File: config.mk
export PLATFORM = sky130hd
export DESIGN_NAME = mem_port_arbiter
export DESIGN_NICKNAME = d
export VERILOG_FILES = /design/src/rtl/mem_arb_pkg.sv /design/src/rtl/mem_arb_watchdog.sv /design/src/rtl/mem_port_arbiter.sv
export SDC_FILE = /design/constraint.sdc
export NUM_CORES = 1
export LEC_CHECK = 0
export BUFFER_PORTS_ARGS = -buffer_cell sky130_fd_sc_hd__buf_2
export CORE_UTILIZATION = 25
export CTS_CLUSTER_DIAMETER = 120
export DETAILED_ROUTE_END_ITERATION = 10
export HOLD_SLACK_MARGIN = 0.1
export PLACE_DENSITY = 0.59
export SYNTH_ARGS = -nofsm -noshare
export SYNTH_HDL_FRONTEND = slang
export SYNTH_HIERARCHICAL = 1
export SYNTH_SLANG_ARGS = --single-unit
File: constraint.sdc
create_clock -name clk -period 2.53 [get_ports clk]
set_input_delay 0.253 -clock clk [delete_from_list [all_inputs] [get_ports clk]]
set_output_delay 0.253 -clock clk [all_outputs]
set_load 0.03 [all_outputs]
File: src/rtl/mem_arb_pkg.sv
// mem_arb_pkg: shared types and constants for the memory port arbiter.
//   arb_state_e     - arbiter FSM states (IDLE, BUSY_IF, BUSY_D, RESP)
//   BE_WORD         - full-word byte enable used for instruction fetches
//   TIMEOUT_DEFAULT - default watchdog limit in cycles; only used when the
//                     MEM_TIMEOUT_EN macro is defined
package mem_arb_pkg;

    typedef enum logic [1:0] {
        IDLE    = 2'd0,
        BUSY_IF = 2'd1,
        BUSY_D  = 2'd2,
        RESP    = 2'd3
    } arb_state_e;

    localparam logic [3:0]  BE_WORD         = 4'b1111;
    localparam int unsigned TIMEOUT_DEFAULT = 255;

endpackage

File: src/rtl/mem_arb_watchdog.sv
// mem_arb_watchdog: counts cycles spent waiting for mem_ready and flags when
// the wait has lasted TIMEOUT cycles. Instantiated by mem_port_arbiter only
// when the MEM_TIMEOUT_EN macro is defined.
//   clk, reset  - clock, synchronous active-high reset
//   clear       - arbiter is entering a BUSY state this edge
//   busy        - arbiter is in a BUSY state
//   ready       - memory completion (mem_ready)
//   expired_c   - this edge is the TIMEOUT-th BUSY edge without mem_ready
module mem_arb_watchdog #(
    parameter int unsigned TIMEOUT = 255
) (
    input  logic clk,
    input  logic reset,
    input  logic clear,
    input  logic busy,
    input  logic ready,
    output logic expired_c
);

    localparam int unsigned CNT_W = $clog2(TIMEOUT + 1);

    logic [CNT_W-1:0] cnt_q;
    logic [CNT_W-1:0] cnt_d;

    // Counter restarts on each new grant and advances on every unanswered BUSY cycle.
    always_comb begin
        cnt_d = cnt_q;
        if (clear) begin
            cnt_d = '0;
        end else if (busy && !ready) begin
            cnt_d = cnt_q + CNT_W'(1);
        end
    end

    always_ff @(posedge clk) begin
        if (reset) begin
            cnt_q <= '0;
        end else begin
            cnt_q <= cnt_d;
        end
    end

    // The edge that would take the count to TIMEOUT is the expiry edge;
    // a mem_ready on that same edge takes precedence.
    assign expired_c = busy && !ready && (cnt_q == CNT_W'(TIMEOUT - 1));

endmodule

File: src/rtl/mem_port_arbiter.sv
// mem_port_arbiter: shares one single-port, variable-latency memory between
// instruction fetch and the MEM stage. Fixed priority (data wins ties),
// req/ready handshake to memory, registered read data with one-cycle acks,
// and combinational stall signals for the pipeline registers.
// Optional feature: define MEM_TIMEOUT_EN to enable the mem_ready watchdog
// (sticky timeout_err, forced completion with zero read data).
//   Fetch port : if_req, if_addr -> if_rdata, if_ack
//   Data port  : d_req, d_we, d_be, d_addr, d_wdata -> d_rdata, d_ack
//   Memory     : mem_req, mem_we, mem_be, mem_addr, mem_wdata <- mem_rdata, mem_ready
//   Pipeline   : stall_if, stall_mem, timeout_err
module mem_port_arbiter
    import mem_arb_pkg::*;
#(
    parameter int unsigned ADDR_W  = 32,
    parameter int unsigned DATA_W  = 32,
    parameter int unsigned TIMEOUT = TIMEOUT_DEFAULT
) (
    input  logic                clk,
    input  logic                reset,
    input  logic                if_req,
    input  logic [ADDR_W-1:0]   if_addr,
    output logic [DATA_W-1:0]   if_rdata,
    output logic                if_ack,
    input  logic                d_req,
    input  logic                d_we,
    input  logic [DATA_W/8-1:0] d_be,
    input  logic [ADDR_W-1:0]   d_addr,
    input  logic [DATA_W-1:0]   d_wdata,
    output logic [DATA_W-1:0]   d_rdata,
    output logic                d_ack,
    output logic                mem_req,
    output logic                mem_we,
    output logic [DATA_W/8-1:0] mem_be,
    output logic [ADDR_W-1:0]   mem_addr,
    output logic [DATA_W-1:0]   mem_wdata,
    input  logic [DATA_W-1:0]   mem_rdata,
    input  logic                mem_ready,
    output logic                stall_if,
    output logic                stall_mem,
    output logic                timeout_err
);

    localparam int unsigned BE_W = DATA_W / 8;

    if (TIMEOUT == 0) begin : g_timeout_check
        $error("mem_port_arbiter: TIMEOUT must be at least 1");
    end

    arb_state_e        state_q,       state_d;
    logic              mem_req_q,     mem_req_d;
    logic              mem_we_q,      mem_we_d;
    logic [BE_W-1:0]   mem_be_q,      mem_be_d;
    logic [ADDR_W-1:0] mem_addr_q,    mem_addr_d;
    logic [DATA_W-1:0] mem_wdata_q,   mem_wdata_d;
    logic [DATA_W-1:0] if_rdata_q,    if_rdata_d;
    logic [DATA_W-1:0] d_rdata_q,     d_rdata_d;
    logic              if_ack_q,      if_ack_d;
    logic              d_ack_q,       d_ack_d;
    logic              timeout_err_q, timeout_err_d;
    logic              expired_c;

`ifdef MEM_TIMEOUT_EN
    logic wd_clear_c;
    logic wd_busy_c;

    // A grant happens on any IDLE edge with a pending request.
    assign wd_clear_c = (state_q == IDLE) && (d_req || if_req);
    assign wd_busy_c  = (state_q == BUSY_IF) || (state_q == BUSY_D);

    mem_arb_watchdog #(
        .TIMEOUT (TIMEOUT)
    ) u_watchdog (
        .clk       (clk),
        .reset     (reset),
        .clear     (wd_clear_c),
        .busy      (wd_busy_c),
        .ready     (mem_ready),
        .expired_c (expired_c)
    );
`else
    assign expired_c = 1'b0;
`endif

    // Arbitration, memory handshake and response capture.
    always_comb begin
        state_d       = state_q;
        mem_req_d     = mem_req_q;
        mem_we_d      = mem_we_q;
        mem_be_d      = mem_be_q;
        mem_addr_d    = mem_addr_q;
        mem_wdata_d   = mem_wdata_q;
        if_rdata_d    = if_rdata_q;
        d_rdata_d     = d_rdata_q;
        if_ack_d      = 1'b0;
        d_ack_d       = 1'b0;
        timeout_err_d = timeout_err_q;

        unique case (state_q)
            IDLE: begin
                if (d_req) begin
                    state_d     = BUSY_D;
                    mem_req_d   = 1'b1;
                    mem_we_d    = d_we;
                    mem_be_d    = d_be;
                    mem_addr_d  = d_addr;
                    mem_wdata_d = d_wdata;
                end else if (if_req) begin
                    state_d    = BUSY_IF;
                    mem_req_d  = 1'b1;
                    mem_we_d   = 1'b0;
                    mem_be_d   = '1;
                    mem_addr_d = if_addr;
                end
            end
            BUSY_IF: begin
                if (mem_ready) begin
                    state_d    = RESP;
                    mem_req_d  = 1'b0;
                    if_ack_d   = 1'b1;
                    if_rdata_d = mem_rdata;
                end else if (expired_c) begin
                    state_d       = RESP;
                    mem_req_d     = 1'b0;
                    if_ack_d      = 1'b1;
                    if_rdata_d    = '0;
                    timeout_err_d = 1'b1;
                end
            end
            BUSY_D: begin
                if (mem_ready) begin
                    state_d   = RESP;
                    mem_req_d = 1'b0;
                    d_ack_d   = 1'b1;
                    // Stores leave the load data register untouched.
                    if (!mem_we_q) begin
                        d_rdata_d = mem_rdata;
                    end
                end else if (expired_c) begin
                    state_d       = RESP;
                    mem_req_d     = 1'b0;
                    d_ack_d       = 1'b1;
                    d_rdata_d     = '0;
                    timeout_err_d = 1'b1;
                end
            end
            RESP: begin
                // Ack cycle: no arbitration, requester drops its request now.
                state_d = IDLE;
            end
            default: begin
                state_d   = IDLE;
                mem_req_d = 1'b0;
            end
        endcase
    end

    always_ff @(posedge clk) begin
        if (reset) begin
            state_q       <= IDLE;
            mem_req_q     <= 1'b0;
            mem_we_q      <= 1'b0;
            mem_be_q      <= '0;
            mem_addr_q    <= '0;
            mem_wdata_q   <= '0;
            if_rdata_q    <= '0;
            d_rdata_q     <= '0;
            if_ack_q      <= 1'b0;
            d_ack_q       <= 1'b0;
            timeout_err_q <= 1'b0;
        end else begin
            state_q       <= state_d;
            mem_req_q     <= mem_req_d;
            mem_we_q      <= mem_we_d;
            mem_be_q      <= mem_be_d;
            mem_addr_q    <= mem_addr_d;
            mem_wdata_q   <= mem_wdata_d;
            if_rdata_q    <= if_rdata_d;
            d_rdata_q     <= d_rdata_d;
            if_ack_q      <= if_ack_d;
            d_ack_q       <= d_ack_d;
            timeout_err_q <= timeout_err_d;
        end
    end

    assign mem_req     = mem_req_q;
    assign mem_we      = mem_we_q;
    assign mem_be      = mem_be_q;
    assign mem_addr    = mem_addr_q;
    assign mem_wdata   = mem_wdata_q;
    assign if_rdata    = if_rdata_q;
    assign d_rdata     = d_rdata_q;
    assign if_ack      = if_ack_q;
    assign d_ack       = d_ack_q;
    assign timeout_err = timeout_err_q;

    // Stalls follow the requests directly so the pipeline freezes in the same cycle.
    assign stall_if  = if_req & ~if_ack_q;
    assign stall_mem = d_req & ~d_ack_q;

endmodule

== Word level (Yosys, flattened, before mapping) ==
Index checks and enable logic that the tools add are counted.
Operators by class
  eq/ne operators: 5
  multiplexer cells: 15
  bitwise gates (word level): 7
  reductions and logical operators: 12
Operators by type and width (count)
  2-to-1 mux 32 bit: 2
  2-to-1 mux 4 bit: 2
  AND reduction 2 bit: 4
  2-to-1 mux 1 bit: 6
  2-to-1 mux 2 bit: 3
  case mux 2 bit (3 select lines): 1
  AND reduction 3 bit: 2
  OR reduction 2 bit: 3
  inverter 1 bit: 5
  equality test 2 bit, second input constant: 2
  nonzero test 2 bit: 2
  inequality test 3 bit, second input constant: 1
  AND 1 bit: 2
  equality test 2 x 1 -> 1 bit, second input constant: 1
  logical NOT 2 bit: 1
  inequality test 2 x 1 -> 1 bit, second input constant: 1
  case mux 1 bit (2 select lines): 1
Word-level totals
  register bits after elaboration: 138
  bits of input ports: 138
  output and inout port bits: 139
  logic and storage cells: 49

== Logic depth before layout (Yosys ltp) ==
  word-level depth: 4
  depth in mapped cells: 7
  mapped depth without buffers: 5

== Worst setup path before layout ==
Ideal clock, no wire load.
  path kind: reg-to-reg
  start: register state_q[0]
  end: register mem_be_q[0], in the netlist mem_be[0]
  library setup time: 0.119 ns
  arrival: 1.272 ns
  required time: 2.411 ns
  path slack: 1.139 ns
  stages on the path, launching flop included: 7
  path buffers: 2
  period minus slack after synthesis: 1.391 ns
  cell sequence: dfxtp_1 > inv_1 > ha_1 > o21a_1 > buf_4 > buf_6 > o221a_2
Between the ends
  word-level cells in the longest chain between the ends: 2
RTL lines
  start: declaration: RTL line mem_port_arbiter.sv:49  | arb_state_e state_q, state_d;
  start signal: assignment: RTL line mem_port_arbiter.sv:171  | state_q <= state_d;
  logical NOT 2 bit: RTL line mem_port_arbiter.sv:98  | unique case (state_q)
  AND reduction 2 bit (no source line)
  end signal: assignment: RTL line mem_port_arbiter.sv:174  | mem_be_q <= mem_be_d;
  end: declaration: RTL line mem_port_arbiter.sv:52  | logic [BE_W-1:0] mem_be_q, mem_be_d;
Every way passes these cells.
A chain may end at the register's enable or synchronous reset.

== Worst setup path after layout ==
  start: register state_q[1]
  end: register mem_addr_q[7], in the netlist mem_addr[7]
Between the ends
  word-level cells in the longest chain between the ends: 2
RTL lines
  logical NOT 2 bit: RTL line mem_port_arbiter.sv:98
  AND reduction 2 bit (no source line)
  end signal: assignment: RTL line mem_port_arbiter.sv:175  | mem_addr_q <= mem_addr_d;
  end: declaration: RTL line mem_port_arbiter.sv:53  | logic [ADDR_W-1:0] mem_addr_q, mem_addr_d;
Every way passes these cells.

==> summary.txt <==
Global routing
  • Initial antenna violation count: 0
  • Vias in the first global route: between 5000 and 6000
  • Grt total ovfl: 0
  • Global-route wire length before repair: between 20 and 30 mm
  • Gr usage total: 0.1480
  • Largest net degree at the start of global routing: 61

STA
  • Clk_skew: between 0.005 and 0.006 ns
  • Max-slew violation count: 0
  • Peak Freq: ~530 MHz
  • Final Setup Violations: 0
  • Min Hold Slack: a little under 0.2 ns
  • RSZ-0062 raised after global routing: no
  • Final Critical Period: around 1.9 ns
  • Setup TNS: 0 ns
  • PnR worst setup slack: 0.6329 ns
  • Final hold vios: 0
  • Worst Max-Slew Pin Slew: 0.6999 ns
  • Worst slew margin: 0.5317
  • Final period util: 0.7499

Job
  • Max cap viols: 0

Detailed routing
  • Iter 0 DRT Violations: 186
  • DRC Markers: 0
  • DR vias: ~5300
  • Drt pass-1 iters: 4
  • Vias/cell: roughly 4.3
  • Routed WL: 16.67 mm
  • Antenna-violating nets left: 0
  • Average wire per standard cell: ~14 um

Die
  • Core area: roughly 0.021 sq mm
  • Num rows: 53
  • Starting Density: 0.2559
  • Full die area: 0.02225 sq mm
  • Die height: between 100 and 150 um
  • Die Wd: between 100 and 150 um
  • I/O pins: about 280

Setup path
  • CP Capture Point: mem_addr[7]$_SDFFE_PP0P_
  • RR Startpoint: state_q[1]$_SDFFE_PP0P_
  • Reg2Reg Depth: 6
  • Critical path origin: state_q[1]$_SDFFE_PP0P_
  • CP Data Arrival Time: 2.23 ns
  • Startpoint types: flop
  • Max FO, Critical Path: between 40 and 50
  • Reg-to-reg setup timing slack: between 0.6 and 0.7 ns
  • Crit. End Element: flop
  • FF-to-FF End: mem_addr[7]$_SDFFE_PP0P_
  • Critical path data required time: approximately 2.9 ns
  • Setup CP Type: reg -> reg

Clock network
  • Max Root-Sink Buffers: 2
  • CTS sink count: between 100 and 150
  • Hold_buf cts: roughly 70
  • Clock Tree Root: clkbuf_16
  • CTS Buf Count: 17
  • Post-CTS setup buffer count: 0
  • Post-CTS Resized: 0
  • Clock latency on the worst-skew pair: 0.41 ns
  • CTS clk-pin slew, worst paths: about 0.06 ns
  • CTS tree: built
  • H-tree depth: 4

Final layout
  • Fraction of layout cells with a size suffix above 1: 0.3837
  • Antenna cells: 0
  • Most frequent cells in the layout: 274 x buf_2, 197 x nand2_1, 138 x dfxtp_1
  • P&R area growth vs syn: 52.11%
  • Total Nets Final: 1075
  • Most common cell after layout, fill and taps aside: buf_2

Power and ir drop
  • Sequential Power Share: 0.338
  • Net Sw Frac: 0.3849
  • Comb pwr share: 0.364
  • Sw Pwr: roughly 3200 uW
  • Power density cells: ~1000 mW/mm^2
  • VDD IR-drop max: around 0.00048 V
  • Clk pwr share: 0.298
  • Leakage: roughly 0.0038 uW
  • Internal: approximately 5200 uW

Placement
  • Pre-CTS setup slack: around 0.63 ns
  • Final GP Congestion: between 0.7 and 0.8
  • DP Wirelength: around 11 mm
  • Buffers on Ports: 275

Run status
  • Run status: finished clean

Synthesis
  • Synthesized area per cell: about 8.9 sq um
  • Synth top area cells: dfxtp_1 51%, nand2_1 14%, a21oi_1 9.1%, a211oi_2 7.6%, mux2i_1 6.3%
  • Post-Syn Nets: 752
  • Unique masters post-synth: 27
  • Share of the synthesized area in the top cell type: 0.5103
  • Top FF cell, synth: dfxtp_1
  • Synth Warn #: 6
  • Flops & latches, synth: between 100 and 150
  • Synth area leader: dfxtp_1
  • Post-synthesis cell count: 610
  • Seq/Total Area, Yosys: 0.5103
  • Async S/R FF share, synth: 0
  • Number of flops mapped to enable cells by yosys: 0
  • Mapped Area: roughly 0.0054 sq mm

Min path
  • Worst hold path type: in -> reg
## kinds of logic (layout without fill, tap and decap cells)
kind of cell	after synthesis	after routing	synth area share
simple gates	242	242	0.1773
compound gates	139	139	0.1814
flops	138	138	0.5103
buf+inv	52	388	0.05824
mux	34	34	0.06286
fa+ha+maj	4	4	0.009245
other cells	1	1	0.0006927
## sequential cells by signal (all words and copies together) (netlist names)
register,flops
state_q,2
d_ack,1
mem_wdata,32
mem_addr,32
mem_be,4
if_ack,1
d_rdata,32
mem_we,1
mem_req,1
if_rdata,32
## through the flow
stage,power [uW],utilization,instances,cell area [sq um]
2_1_floorplan,5127,-,610,5414
3_3_place_gp,5854,0.3283,1120,6945
3_5_place_dp,5902,0.3283,1120,6945
4_1_cts,8549,0.3893,1221,8235
5_1_grt,8918,0.3893,1221,8235
6_report,8407,0.3893,1221,8235
## critical path: stages (launching register included)
cell,delay [ns]
dfxtp_1,0.32
inv_1,0.11
ha_1,0.26
o21a_4,0.58
buf_12,0.27
nor2_1,0.07
a211oi_2,0.18
## metal layers
metal  wire, um  global-route usage  up-vias
met2       8155              0.2588      183
met4        273             0.04388        0
met5          0                   0        -
met1       6948              0.1658     2405
li1           -                   -     2667
met3       1295             0.05566       17
## layout make-up
type,count,area [sq um]
clock buffer,22,484.2
clock inverter,10,115.1
fill,2151,12920
inverter,3,11.26
multi-input combinational,420,2344
sequential,138,2763
tap,275,344.1
timing repair buffer,353,2175
## power by group through the flow
stage	clock network, uW	logic (uW)	registers (uW)
6_report	2500	3060	2840
4_1_cts	2600	3100	2840
3_5_place_dp	0	3010	2890
3_3_place_gp	0	2980	2870
2_1_floorplan	0	1390	3730
5_1_grt	2720	3300	2900
## Yosys cell counts, types with 4 or more instances
master / number
nand2_1: 197
dfxtp_1: 138
a21oi_1: 98
mux2i_1: 34
a211oi_2: 33
nor2_1: 26
buf_2: 15
clkbuf_1: 14
buf_6: 10
nor2_2: 8
buf_4: 7
ha_1: 4
o221a_2: 4
## worst min-delay path by stage
stage                             startpoint                          to  slack, ns  cells past startpoint
floorplan                        d_wdata[10]  mem_wdata[10]$_SDFFE_PP0P_       0.39                      2
global placement    d_rdata[23]$_SDFFE_PP0P_    d_rdata[23]$_SDFFE_PP0P_       0.44                      2
detailed placement  d_rdata[20]$_SDFFE_PP0P_    d_rdata[20]$_SDFFE_PP0P_       0.44                      2
CTS                                mem_ready            d_ack$_SDFF_PP0_       0.17                      2
global route                     if_addr[25]   mem_addr[25]$_SDFFE_PP0P_       0.19                      3
finish                             mem_ready            d_ack$_SDFF_PP0_       0.20                      2
No activity file was read; power rests on OpenSTA's default activity.
